File: src/rtl/mem_bridge_pkg.sv
// Shared widths and command/data types for the host-to-memory command bridge.
package mem_bridge_pkg;

    localparam int DEF_ADDR_W = 4;
    localparam int DEF_DATA_W = 8;

    typedef logic [DEF_DATA_W-1:0] mem_data_t;

    typedef struct packed {
        logic                  write;
        logic [DEF_ADDR_W-1:0] addr;
        mem_data_t             wdata;
    } mem_cmd_t;

endpackage

File: src/rtl/mem_sync_fifo.sv
// Synchronous FIFO with extra-bit pointers; simultaneous push and pop is accepted when full.
module mem_sync_fifo #(
    parameter int WIDTH = 8,
    parameter int DEPTH = 4
) (
    input  logic                     clk,
    input  logic                     rst,
    input  logic                     push,
    input  logic [WIDTH-1:0]         wdata,
    input  logic                     pop,
    output logic [WIDTH-1:0]         rdata,
    output logic                     full,
    output logic                     empty,
    output logic [$clog2(DEPTH):0]   count
);

    localparam int PTR_W = $clog2(DEPTH);

    logic [WIDTH-1:0] mem [DEPTH];
    logic [PTR_W:0]   wr_ptr;
    logic [PTR_W:0]   rd_ptr;
    logic             do_push;
    logic             do_pop;

    assign empty   = (wr_ptr == rd_ptr);
    assign full    = (wr_ptr[PTR_W] != rd_ptr[PTR_W]) &&
                     (wr_ptr[PTR_W-1:0] == rd_ptr[PTR_W-1:0]);
    assign count   = wr_ptr - rd_ptr;
    assign rdata   = mem[rd_ptr[PTR_W-1:0]];
    assign do_pop  = pop && !empty;
    assign do_push = push && (!full || do_pop);

    // NOTE: non-blocking assignments on all clocked state so every register samples pre-edge values.
    always_ff @(posedge clk) begin
        if (rst) begin
            wr_ptr <= '0;
            rd_ptr <= '0;
        end else begin
            if (do_push) wr_ptr <= wr_ptr + 1'b1;
            if (do_pop)  rd_ptr <= rd_ptr + 1'b1;
        end
    end

    // NOTE: storage is not reset; the pointers alone define which entries are valid.
    always_ff @(posedge clk) begin
        if (do_push) mem[wr_ptr[PTR_W-1:0]] <= wdata;
    end

    overflow_chk: assert property (@(posedge clk) disable iff (rst) !(push && full && !pop));

endmodule

File: src/rtl/mem_cmd_bridge.sv
// Queues host read/write commands, issues one registered memory strobe per cycle
// and returns read data through a credit-limited response FIFO.
module mem_cmd_bridge
    import mem_bridge_pkg::*;
#(
    parameter int ADDR_W    = DEF_ADDR_W,
    parameter int DATA_W    = DEF_DATA_W,
    parameter int CMD_DEPTH = 4,
    parameter int RSP_DEPTH = 2,
    parameter int RD_LAT    = 1
) (
    input  logic              clk,
    input  logic              rst,
    input  logic              cmd_valid,
    output logic              cmd_ready,
    input  logic              cmd_write,
    input  logic [ADDR_W-1:0] cmd_addr,
    input  logic [DATA_W-1:0] cmd_wdata,
    output logic              rsp_valid,
    input  logic              rsp_ready,
    output logic [DATA_W-1:0] rsp_rdata,
    output logic [ADDR_W-1:0] address,
    output logic              write_en,
    output logic              read_en,
    output logic [DATA_W-1:0] data_wr,
    input  logic [DATA_W-1:0] data_rd,
    output logic              busy
);

    localparam int CMD_W = $bits(mem_cmd_t);

    mem_cmd_t                     cmd_in;
    mem_cmd_t                     cmd_head;
    logic [CMD_W-1:0]             cmd_head_bits;
    logic                         cmd_full;
    logic                         cmd_empty;
    logic [$clog2(CMD_DEPTH):0]   cmd_count;
    logic                         cmd_push;
    logic                         issue;

    logic [DATA_W-1:0]            rsp_head;
    logic                         rsp_full;
    logic                         rsp_empty;
    logic [$clog2(RSP_DEPTH):0]   rsp_count;
    logic                         rsp_pop;

    logic [RD_LAT-1:0]            pend;
    logic [7:0]                   credit_use;
    logic                         credit_ok;

    assign cmd_in    = '{write: cmd_write, addr: cmd_addr, wdata: cmd_wdata};
    assign cmd_head  = mem_cmd_t'(cmd_head_bits);
    assign cmd_ready = !rst && !cmd_full;
    assign cmd_push  = cmd_valid && cmd_ready;

    mem_sync_fifo #(.WIDTH(CMD_W), .DEPTH(CMD_DEPTH)) u_cmd_fifo (
        .clk   (clk),
        .rst   (rst),
        .push  (cmd_push),
        .wdata (cmd_in),
        .pop   (issue),
        .rdata (cmd_head_bits),
        .full  (cmd_full),
        .empty (cmd_empty),
        .count (cmd_count)
    );

    // Credits cover the strobe on the bus, every read in the latency pipe and queued responses.
    // NOTE: every always_comb output gets a default first so no path can infer a latch.
    always_comb begin
        credit_use = 8'(rsp_count);
        if (read_en) credit_use = credit_use + 8'd1;
        for (int i = 0; i < RD_LAT; i++) begin
            if (pend[i]) credit_use = credit_use + 8'd1;
        end
    end

    assign credit_ok = !rsp_full && (credit_use < 8'(RSP_DEPTH));
    assign issue     = !cmd_empty && (cmd_head.write || credit_ok);

    always_ff @(posedge clk) begin
        if (rst) begin
            address  <= '0;
            data_wr  <= '0;
            write_en <= 1'b0;
            read_en  <= 1'b0;
            pend     <= '0;
        end else begin
            write_en <= issue && cmd_head.write;
            read_en  <= issue && !cmd_head.write;
            if (issue)                  address <= cmd_head.addr;
            if (issue && cmd_head.write) data_wr <= cmd_head.wdata;
            pend[0] <= read_en;
            for (int i = 1; i < RD_LAT; i++) pend[i] <= pend[i-1];
        end
    end

    assign rsp_pop = rsp_valid && rsp_ready;

    mem_sync_fifo #(.WIDTH(DATA_W), .DEPTH(RSP_DEPTH)) u_rsp_fifo (
        .clk   (clk),
        .rst   (rst),
        .push  (pend[RD_LAT-1]),
        .wdata (data_rd),
        .pop   (rsp_pop),
        .rdata (rsp_head),
        .full  (rsp_full),
        .empty (rsp_empty),
        .count (rsp_count)
    );

    assign rsp_valid = !rsp_empty;
    assign rsp_rdata = rsp_valid ? rsp_head : '0;
    assign busy      = (cmd_count != '0) || write_en || read_en || (|pend);

endmodule

File: config.mk
export PLATFORM = sky130hd
export DESIGN_NAME = mem_cmd_bridge
export DESIGN_NICKNAME = d
export VERILOG_FILES = /design/src/rtl/mem_bridge_pkg.sv /design/src/rtl/mem_sync_fifo.sv /design/src/rtl/mem_cmd_bridge.sv
export SDC_FILE = /design/constraint.sdc
export NUM_CORES = 1
export LEC_CHECK = 0
export BUFFER_PORTS_ARGS = -buffer_cell sky130_fd_sc_hd__buf_2
export CORE_MARGIN = 1.5
export CORE_UTILIZATION = 60
export CTS_CLUSTER_SIZE = 14
export DETAILED_ROUTE_END_ITERATION = 10
export MAX_ROUTING_LAYER = met4
export PLACE_DENSITY = 0.82
export SLEW_MARGIN = 20
export SYNTH_ARGS = -nofsm -noshare
export SYNTH_HDL_FRONTEND = slang
export SYNTH_SLANG_ARGS = --single-unit
File: constraint.sdc
create_clock -name clk -period 7.7 [get_ports clk]
set_input_delay 0.385 -clock clk [delete_from_list [all_inputs] [get_ports clk]]
set_output_delay 0.385 -clock clk [all_outputs]
set_load 0.01 [all_outputs]
==> flow_metrics.env, run 1 <==
export IMPL_status="finished, final reports clean"
export IMPL_die_width_um=84.7
export IMPL_p_per_area_nw_per_um2=334
export IMPL_avgViaCountPerCell=5.76
export IMPL_wl_um=6770
export IMPL_clk_pin_slew_ns=0.09
export IMPL_coreArea_sq_um=6390
export IMPL_ant_nets=0
export IMPL_slew_viol_final=0
export IMPL_setup_worst_path_end_class="register"
export IMPL_tightest_slew_ns=0.884
export IMPL_place_area_sq_um=4300
export IMPL_max_slew_margin=0.410
export IMPL_die_h_um=84.7
export IMPL_period_share=0.382
export IMPL_drtIter0Drc=130
export IMPL_path_cells="xnor3_2 -> inv_1 -> ha_1 -> nand2_1 -> o21ai_0 -> ha_1 -> nand3b_1 -> mux2_2 -> nor4_2 -> o32ai_1"
export IMPL_power_leakage_nw=1.74
export IMPL_final_hold_viol_count=0
export IMPL_grt_busiest_layer="met2"
export IMPL_min_period_ns=2.94
export IMPL_start_util=0.626
export IMPL_cap_violations=0
export IMPL_clk_path_buf_depth=2
export IMPL_synth_avg_cell_area_sq_um=15.2
export IMPL_ios=50
export IMPL_fin_util=0.708
export IMPL_rsz0062_at_grt="false"
export IMPL_async_flop_share=0
export IMPL_port_buffers=49
export IMPL_synth_cell_type_count=51
export IMPL_startpoint_type="register"
export IMPL_cts_sinks=96
export IMPL_irDropWorstVdd_mv=0.177
export IMPL_synth_edf_count=68
export IMPL_vias=2293
export IMPL_stdcell_area_sq_um=4520
export IMPL_die_area_sq_um=7170
export IMPL_dp_hpwl_um=4570
export IMPL_crit_path_max_incr_delay_ns=0.49
export IMPL_wl_per_cell_um=17.0
export IMPL_grt_util_met1=0.264
export IMPL_cts_tree="yes"
export IMPL_holdBufCountCts=0
export IMPL_met3_usage=0.0560
export IMPL_critPathMaxFanout=4
export IMPL_numCtsBuffers=9
export IMPL_crit_required_ns=7.91
export IMPL_grt_pass1_wl_um=10800
export IMPL_gp_congestion=0.811
export IMPL_tns_ns=0
export IMPL_synth_seq_cells=96
export IMPL_hold_class="primary input to register"
export IMPL_layout_drive_gt1_share=0.271
export IMPL_skew_ns=0.0149
export IMPL_track_usage=0.207
export IMPL_postCtsSetupRepairBufs=0
export IMPL_insertion_delay_ns=0.35
export IMPL_antenna_found_initial=0
export IMPL_path_class="register to register"
export IMPL_drt_pass1_iterations=4
export IMPL_netlist_area_sq_um=4000
export IMPL_yosysSeqAreaShare=0.651
export IMPL_cp_data_arrival_time_ns=3.15
export IMPL_fmax_ghz=0.340
export IMPL_diodes=0
export IMPL_critPathMostFrequentCell="ha_1"
export IMPL_ys_flop_type="edfxtp_1"
export IMPL_final_nets=351
export IMPL_syn2layout_area_growth_pct=13.1
export IMPL_htreeDepth=3
export IMPL_grt_pass1_vias=2241
export IMPL_rows=29
export IMPL_slowest_stage="xnor3_2"
export IMPL_grt_util_met2=0.327
export IMPL_cts_repair_resized=0
export IMPL_ys_warnings_count=0
export IMPL_grt_start_max_net_pins=33
export IMPL_num_fill_cells=407
export IMPL_setup_violations_final=0
export IMPL_syn_nets=299
export IMPL_syn_inst=264
export IMPL_drc=0
export IMPL_cts_root_buf="clkbuf_8"
export IMPL_grt_overflow=0
## sequential cells by signal, summed over array words and instances (netlist names), named ones only
register,count
u_cmd_fifo.mem,52
u_rsp_fifo.rd_ptr,2
data_wr,8
u_rsp_fifo.mem,16
u_cmd_fifo.wr_ptr,3
u_cmd_fifo.rd_ptr,3
u_rsp_fifo.wr_ptr,2
pend,1
write_en,1
address,4
read_en,1
## metal layers
layer | wire (um) | up-vias
met5 | 0 | -
met4 | 80 | 0
met3 | 370 | 11
met2 | 3370 | 64
met1 | 2940 | 1113
li1 | - | 1105
## placed cells by master, fill, tap and decap left out, types with 5 or more instances in the layout
cell type	count
nor2_1	27
ha_1	10
a21oi_1	5
mux4_2	13
dfxtp_1	28
buf_2	49
nand2_1	12
edfxtp_1	68
inv_1	10
mux2i_1	17
xnor2_1	6
clkbuf_8	10
## final cells by class
cell class / instances / area, sq um / share of cell area
multi-input combinational: 150 / 1320 / 0.292
sequential: 96 / 2600 / 0.575
clock inverter: 4 / 77.6 / 0.0171
tap: 77 / 96.3 / 0.0213
timing repair buffer: 49 / 245 / 0.0542
clock buffer: 12 / 145 / 0.0321
inverter: 10 / 37.5 / 0.00830
## final timing paths
path	from	endpoint	slack (ns)	cells after the start
worst min-delay path	data_rd[0]	u_rsp_fifo.mem[1][0]	0.21	1
worst min register to register	address[3]	address[3]	0.49	2
worst max-delay path	u_rsp_fifo.rd_ptr[1]	address[1]	4.76	10
worst max register to register	u_rsp_fifo.rd_ptr[1]	address[1]	4.76	10
## cells by family after synthesis
| kind of cell | synth area share |
|---|---|
| AOI/OAI and AO/OA | 0.0738 |
| xor gates and xnor gates | 0.0319 |
| adders and majority gates | 0.0313 |
| buffers and inverters | 0.0194 |
| DFF | 0.651 |
| muxes | 0.119 |
| and+or+nand+nor | 0.0744 |
## critical path: cells and delay by family (launching register included)
| family | cells | cell delay (ns) |
|---|---|---|
| compound gates | 2 | 0.25 |
| xor+xnor | 1 | 0.49 |
| fa+ha+maj | 2 | 0.53 |
| buf+inv | 1 | 0.08 |
| flops | 1 | 0.42 |
| mux | 1 | 0.33 |
| simple gates | 3 | 0.70 |
## through the flow
stage                     hold WS (ns)  power [mW]  cells  setup slack [ns]
after floorplan                  0.484        1.03    264              5.06
after global placement           0.471        1.15    382              4.92
after detailed placement         0.479        1.17    382              4.78
after CTS                        0.200        1.52    398              4.76
after global routing             0.195        1.59    398              4.60
final                            0.215        1.51    398              4.76
## synthesized netlist by cell type (all sizes together), types with 2 or more instances
cell type,instances,share of area
a31oi,3,0.010
nor2b,4,0.0063
edfxtp,68,0.51
o21ai,4,0.0059
o31ai,4,0.0075
nor4,2,0.0047
nand3,2,0.0025
nor3,4,0.0063
mux2i,17,0.043
mux4,13,0.073
dfxtp,28,0.14
nand2,12,0.011
a211o,2,0.0044
or3,2,0.0044
a21oi,5,0.0063
xnor2,6,0.013
o211ai,3,0.0056
nor2,27,0.025
ha,10,0.031
clkbuf,3,0.0028
xor2,5,0.013
inv,10,0.0094
and2,4,0.0063
o32ai,4,0.0088
buf,5,0.0072
## where the power goes
part | internal [mW] | switching [mW]
Clock | 0.194 | 0.163
Sequential | 0.624 | 0.0737
Combinational | 0.211 | 0.246
Total | 1.03 | 0.483
(Power assumes the default switching activity.)
==> run 2: changes to the inputs <==
--- a/config.mk
+++ b/config.mk
@@ -7,11 +7,11 @@
 export LEC_CHECK = 0
 export BUFFER_PORTS_ARGS = -buffer_cell sky130_fd_sc_hd__buf_2
 export CORE_MARGIN = 1.5
-export CORE_UTILIZATION = 60
+export CORE_UTILIZATION = 57
 export CTS_CLUSTER_SIZE = 14
 export DETAILED_ROUTE_END_ITERATION = 10
 export MAX_ROUTING_LAYER = met4
-export PLACE_DENSITY = 0.82
+export PLACE_DENSITY = 0.79
 export SLEW_MARGIN = 20
 export SYNTH_ARGS = -nofsm -noshare
 export SYNTH_HDL_FRONTEND = slang
==> constraint.sdc (replaced) <==
create_clock -name clk -period 2.9 [get_ports clk]
set_input_delay 0.145 -clock clk [delete_from_list [all_inputs] [get_ports clk]]
set_output_delay 0.145 -clock clk [all_outputs]
set_load 0.01 [all_outputs]
==> run 2 against run 1 <==
Net effect:
- sequential cell count unchanged
- final area grew 4.9%
- first-iteration DRC count up 3.8%
- cell count grew 9.5%
- register-to-register slack worse by 4.6 ns
- clock power increased by 150%
- clock-buffer cell count is 3 lower
- clock skew shrank 0.0060 ns
- sequential power grew to 2.6 times the previous value
- critical path depth rose by 2
- routed wire length rose by 6.4%
==> flow_metrics.env, run 2 (synthesis gave the netlist of run 1 again) <==
export IMPL_irDropWorstVdd_mv=0.490
export IMPL_clk_pin_slew_ns=0.09
export IMPL_cp_num_buf_inv=2
export IMPL_numCtsBuffers=9
export IMPL_grt_start_max_net_pins=33
export IMPL_setup_violations_final=0
export IMPL_hold_class="primary input to register"
export IMPL_layout_drive_gt1_share=0.285
export IMPL_setup_worst_path_end_class="register"
export IMPL_period_share=0.953
export IMPL_max_slew_margin=0.472
export IMPL_port_buffers=49
export IMPL_crit_path_start="u_rsp_fifo.wr_ptr[0]"
export IMPL_drc=0
export IMPL_track_usage=0.203
export IMPL_cts_root_buf="clkbuf_8"
export IMPL_power_mw=4.05
export IMPL_start_util=0.589
export IMPL_clk_path_buf_depth=2
export IMPL_final_nets=370
export IMPL_startpoint_type="register"
export IMPL_rows=30
export IMPL_die_h_um=86.8
export IMPL_crit_path_max_incr_delay_ns=0.33
export IMPL_final_hold_viol_count=0
export IMPL_multi_input_area_sq_um=1360
export IMPL_holdWs_ns=0.0101
export IMPL_ios=50
export IMPL_syn2layout_area_growth_pct=18.6
export IMPL_slew_viol_final=0
export IMPL_mostFrequentLayoutCells="edfxtp_1, buf_2, nor2_1, dfxtp_1, mux2i_1"
export IMPL_grt_pass1_wl_um=11000
export IMPL_die_area_sq_um=7530
export IMPL_rr_startpoint="u_rsp_fifo.wr_ptr[0]"
export IMPL_slowest_stage="mux2_4"
export IMPL_gp_congestion=0.804
export IMPL_skew_ns=0.00889
export IMPL_die_width_um=86.8
export IMPL_dp_hpwl_um=4840
export IMPL_critPathMaxFanout=5
export IMPL_insertion_delay_ns=0.35
export IMPL_min_delay_start="cmd_addr[0]"
export IMPL_wl_per_cell_um=16.5
export IMPL_cts_sinks=96
export IMPL_grt_pass1_vias=2309
export IMPL_status="finished, final reports clean"
export IMPL_layout_setup_ws_ns=0.136
export IMPL_drtIter0Drc=135
export IMPL_fin_util=0.698
export IMPL_post_place_ws_ns=-0.0666
export IMPL_p_per_area_nw_per_um2=853
export IMPL_cp_top_family="adder cells"
export IMPL_crit_required_ns=3.11
export IMPL_seq_area_sq_um=2600
export IMPL_grt_overflow=0
export IMPL_cap_violations=0
export IMPL_wl_um=7200
export IMPL_min_period_ns=2.76
export IMPL_diodes=0
export IMPL_cp_data_arrival_time_ns=2.97
export IMPL_power_leakage_nw=1.81
export IMPL_drt_pass1_iterations=4
export IMPL_avgViaCountPerCell=5.53
export IMPL_coreArea_sq_um=6790
export IMPL_final_common_cell="edfxtp_1"
export IMPL_largest_register_ffs=52
export IMPL_vias=2409
export IMPL_path_cells="inv_1 -> ha_4 -> xnor3_2 -> inv_1 -> ha_1 -> nand2_1 -> o21ai_0 -> ha_1 -> nand3b_1 -> mux2_4 -> nor4_4 -> o32ai_2"
export IMPL_fmax_ghz=0.362
export IMPL_path_class="register to register"
export IMPL_cts_tree="yes"
export IMPL_ant_nets=0
export IMPL_num_fill_cells=464
export IMPL_antenna_found_initial=0
export IMPL_htreeDepth=3
export IMPL_tightest_slew_ns=0.793
run 2: cell types whose count changed in the layout (fill, tap and decap cells not counted), sizes merged:
cell         change
buf              +5
bufinv           -1
clkbuf           -3
clkinvlp         +3
dlygate4sd3     +14
inv              +1
run 2: routing by layer:
metal / global-route usage / up-vias / share of wire
met2: 0.330 / 77 / 0.51
met3: 0.0438 / 15 / 0.034
met5: - / - / 0
met4: 0.0777 / 0 / 0.018
li1: - / 1141 / -
met1: 0.252 / 1176 / 0.44
run 2: final timing paths:
kind         slack (ns)              endpoint  cells past startpoint
max reg2reg        0.14            address[0]                     12
min reg2reg        0.49            address[1]                      2
min                0.01  u_cmd_fifo.mem[0][8]                      1
max                0.14            address[0]                     12
run 2: report_power, final:
part | switching (mW) | internal, mW | total, mW
clock | 0.474 | 0.408 | 0.881
sequential | 0.137 | 1.66 | 1.79
combinational | 0.748 | 0.627 | 1.37
run 2: through the flow:
stage	std cells	TNS [ns]	area, sq um
detailed placement	405	-0.151	4360
CTS	432	0	4680
finish	436	0	4740
floorplan	264	0	4000
global placement	405	0	4360
global route	436	-0.0346	4740
run 2: final cells by class:
cell class	instances	area share
sequential	96	0.549
clock inverter	7	0.0166
clock buffer	9	0.0261
multi-input combinational	150	0.286
tap	96	0.0253
inverter	10	0.00791
timing repair buffer	68	0.0891
run 2: what timing repair did:
action,in CTS,in global routing
endpoints found under the setup margin,4,6
pin swaps,0,1
gates resized for setup,1,5
hold buffers,11,3
hold endpoints to repair,27,7
buffers inserted,0,1
==> run 3: changes to the inputs <==
--- a/config.mk
+++ b/config.mk
@@ -10,6 +10,7 @@
 export CORE_UTILIZATION = 57
 export CTS_CLUSTER_SIZE = 14
 export DETAILED_ROUTE_END_ITERATION = 10
+export GPL_TIMING_DRIVEN = 0
 export MAX_ROUTING_LAYER = met4
 export PLACE_DENSITY = 0.79
 export SLEW_MARGIN = 20
==> run 3 against run 2 <==
Net effect:
- sequential power barely moved
- clock power fell by 11%
- sequential cell count did not move
- clock-buffer cell count did not move
- combinational power barely moved
- register-to-register slack got worse by 0.02 ns
- highest routed layer unchanged
- worst hold slack improved by 0.0059 ns
- via count barely moved
==> flow_metrics.env, run 3 (synthesis gave the netlist of run 1 again) <==
export IMPL_status="finished, final reports clean"
export IMPL_cp_num_buf_inv=1
export IMPL_track_usage=0.205
export IMPL_grt_util_met1=0.259
export IMPL_dp_hpwl_um=4830
export IMPL_cts_root_buf="clkbuf_8"
export IMPL_seqPwrFrac=0.449
export IMPL_slowest_stage="dfxtp_1"
export IMPL_final_nets=375
export IMPL_fmax_ghz=0.359
export IMPL_cap_violations=0
export IMPL_r2r_slack_ns=0.11
export IMPL_wl_per_cell_um=16.1
export IMPL_fin_util=0.699
export IMPL_avgViaCountPerCell=5.47
export IMPL_grt_overflow=0
export IMPL_setup_worst_path_end_class="register"
export IMPL_rr_worst_depth=11
export IMPL_comb_power_share=0.352
export IMPL_p_int_mw=2.61
export IMPL_layout_drive_gt1_share=0.281
export IMPL_clk_path_buf_depth=2
export IMPL_ios=50
export IMPL_numCtsBuffers=9
export IMPL_start_util=0.589
export IMPL_gp_congestion=0.914
export IMPL_power_switching_mw=1.35
export IMPL_crit_path_max_incr_delay_ns=0.45
export IMPL_p_clk_frac=0.199
export IMPL_p_per_area_nw_per_um2=833
export IMPL_grt_start_max_net_pins=18
export IMPL_vias=2411
export IMPL_cp_top_family="adder cells"
export IMPL_met3_usage=0.0495
export IMPL_grt_busiest_layer="met2"
export IMPL_die_h_um=86.8
export IMPL_rr_startpoint="u_rsp_fifo.rd_ptr[0]"
export IMPL_min_delay_start="cmd_wdata[5]"
export IMPL_mostFrequentLayoutCells="edfxtp_1, buf_2, nor2_1, dfxtp_1, mux2i_1"
export IMPL_cp_data_arrival_time_ns=3.00
export IMPL_power_leakage_nw=1.81
export IMPL_grt_pass1_wl_um=11000
export IMPL_clk_pin_slew_ns=0.10
export IMPL_coreArea_sq_um=6790
export IMPL_antenna_found_initial=0
export IMPL_drtIter0Drc=124
export IMPL_min_period_ns=2.79
export IMPL_path_cells="ha_4 -> xnor3_2 -> inv_1 -> ha_1 -> nand2_1 -> o21ai_0 -> ha_1 -> nand3b_1 -> mux2_4 -> o31ai_1 -> o211ai_1"
export IMPL_hold_class="primary input to register"
export IMPL_path_class="register to register"
export IMPL_irDropWorstVdd_mv=0.441
export IMPL_wl_um=7090
export IMPL_final_common_cell="edfxtp_1"
export IMPL_diodes=0
export IMPL_final_hold_viol_count=0
export IMPL_port_buffers=49
export IMPL_hold_path_depth=1
export IMPL_syn2layout_area_growth_pct=18.7
export IMPL_min_to="u_cmd_fifo.mem[2][5]"
export IMPL_skew_ns=0.0108
export IMPL_critPathMostFrequentCell="ha_1"
export IMPL_cts_tree="yes"
export IMPL_largest_register_ffs=52
export IMPL_tns_ns=0
export IMPL_ant_nets=0
export IMPL_slew_viol_final=0
export IMPL_rows=30
export IMPL_die_area_sq_um=7530
export IMPL_startpoint_type="register"
export IMPL_drt_pass1_iterations=4
export IMPL_drc=0
export IMPL_setup_violations_final=0
export IMPL_max_slew_margin=0.515
export IMPL_htreeDepth=3
export IMPL_period_share=0.961
export IMPL_die_width_um=86.8
export IMPL_cts_sinks=96
export IMPL_tightest_slew_ns=0.725
export IMPL_grt_pass1_vias=2308
export IMPL_insertion_delay_ns=0.35
export IMPL_sw_frac_of_total=0.341
export IMPL_critPathMaxFanout=4
export IMPL_grt_util_met2=0.332
export IMPL_crit_required_ns=3.12
[run 3: worst max-delay path by stage]
stage                               from          to  depth (start not counted)
detailed placement  u_rsp_fifo.rd_ptr[1]  address[3]                         10
global route        u_rsp_fifo.rd_ptr[0]    register                         11
floorplan           u_rsp_fifo.rd_ptr[1]  address[2]                         10
finish              u_rsp_fifo.rd_ptr[0]    register                         11
global placement    u_rsp_fifo.rd_ptr[1]  address[1]                         10
CTS                 u_rsp_fifo.wr_ptr[0]  address[2]                         11
[run 3: timing repair]
| action | in CTS | in global routing |
|---|---|---|
| buffers inserted | 0 | 1 |
| endpoints found under the hold margin | 44 | 0 |
| pin swaps | 0 | 2 |
| gates resized for setup | 2 | 6 |
| hold buffers | 15 | 0 |
| endpoints found under the setup margin | 6 | 10 |
[run 3: final cells by class]
type                    instances  area (sq um)
multi-input cells             150          1360
repair buffers                 65           403
inverters                      10          37.5
clock inverters                 7          58.8
well taps                      96           120
clock buffers                   9           124
fillers                       475          2040
plain buffers                   8          40.0
flip-flops and latches         96          2600
[run 3: metal layers]
| layer | up-vias | routed length (um) |
|---|---|---|
| li1 | 1157 | - |
| met1 | 1177 | 3040 |
| met2 | 67 | 3620 |
| met3 | 10 | 340 |
| met4 | 0 | 89 |
| met5 | - | 0 |
[run 3: power groups by stage]
| stage | sequential [mW] | combinational, mW | clock (mW) |
|---|---|---|---|
| 3_3_place_gp | 1.79 | 1.29 | 0 |
| 2_1_floorplan | 1.81 | 0.934 | 0 |
| 3_5_place_dp | 1.80 | 1.33 | 0 |
| 5_1_grt | 1.79 | 1.52 | 0.863 |
| 4_1_cts | 1.77 | 1.37 | 0.807 |
| 6_report | 1.78 | 1.39 | 0.788 |
[run 3: worst register-to-register path: stages (launching register included)]
cell and delay (ns):
dfxtp_1 0.45, ha_4 0.17, xnor3_2 0.24, inv_1 0.07
ha_1 0.22, nand2_1 0.10, o21ai_0 0.11, ha_1 0.32
nand3b_1 0.22, mux2_4 0.35, o31ai_1 0.24, o211ai_1 0.18
[run 3: through the flow]
step / cell area (sq um) / setup slack (ns) / power (mW) / hold WS (ns) / instances
6_report: 4750 / 0.113 / 3.96 / 0.0160 / 441
5_1_grt: 4750 / -0.00602 / 4.18 / 0.00193 / 441
4_1_cts: 4710 / 0.00204 / 3.95 / 0.000772 / 440
3_5_place_dp: 4370 / -0.0668 / 3.13 / 0.336 / 409
3_3_place_gp: 4370 / 0.00515 / 3.09 / 0.333 / 409
2_1_floorplan: 4000 / 0.262 / 2.75 / 0.244 / 264
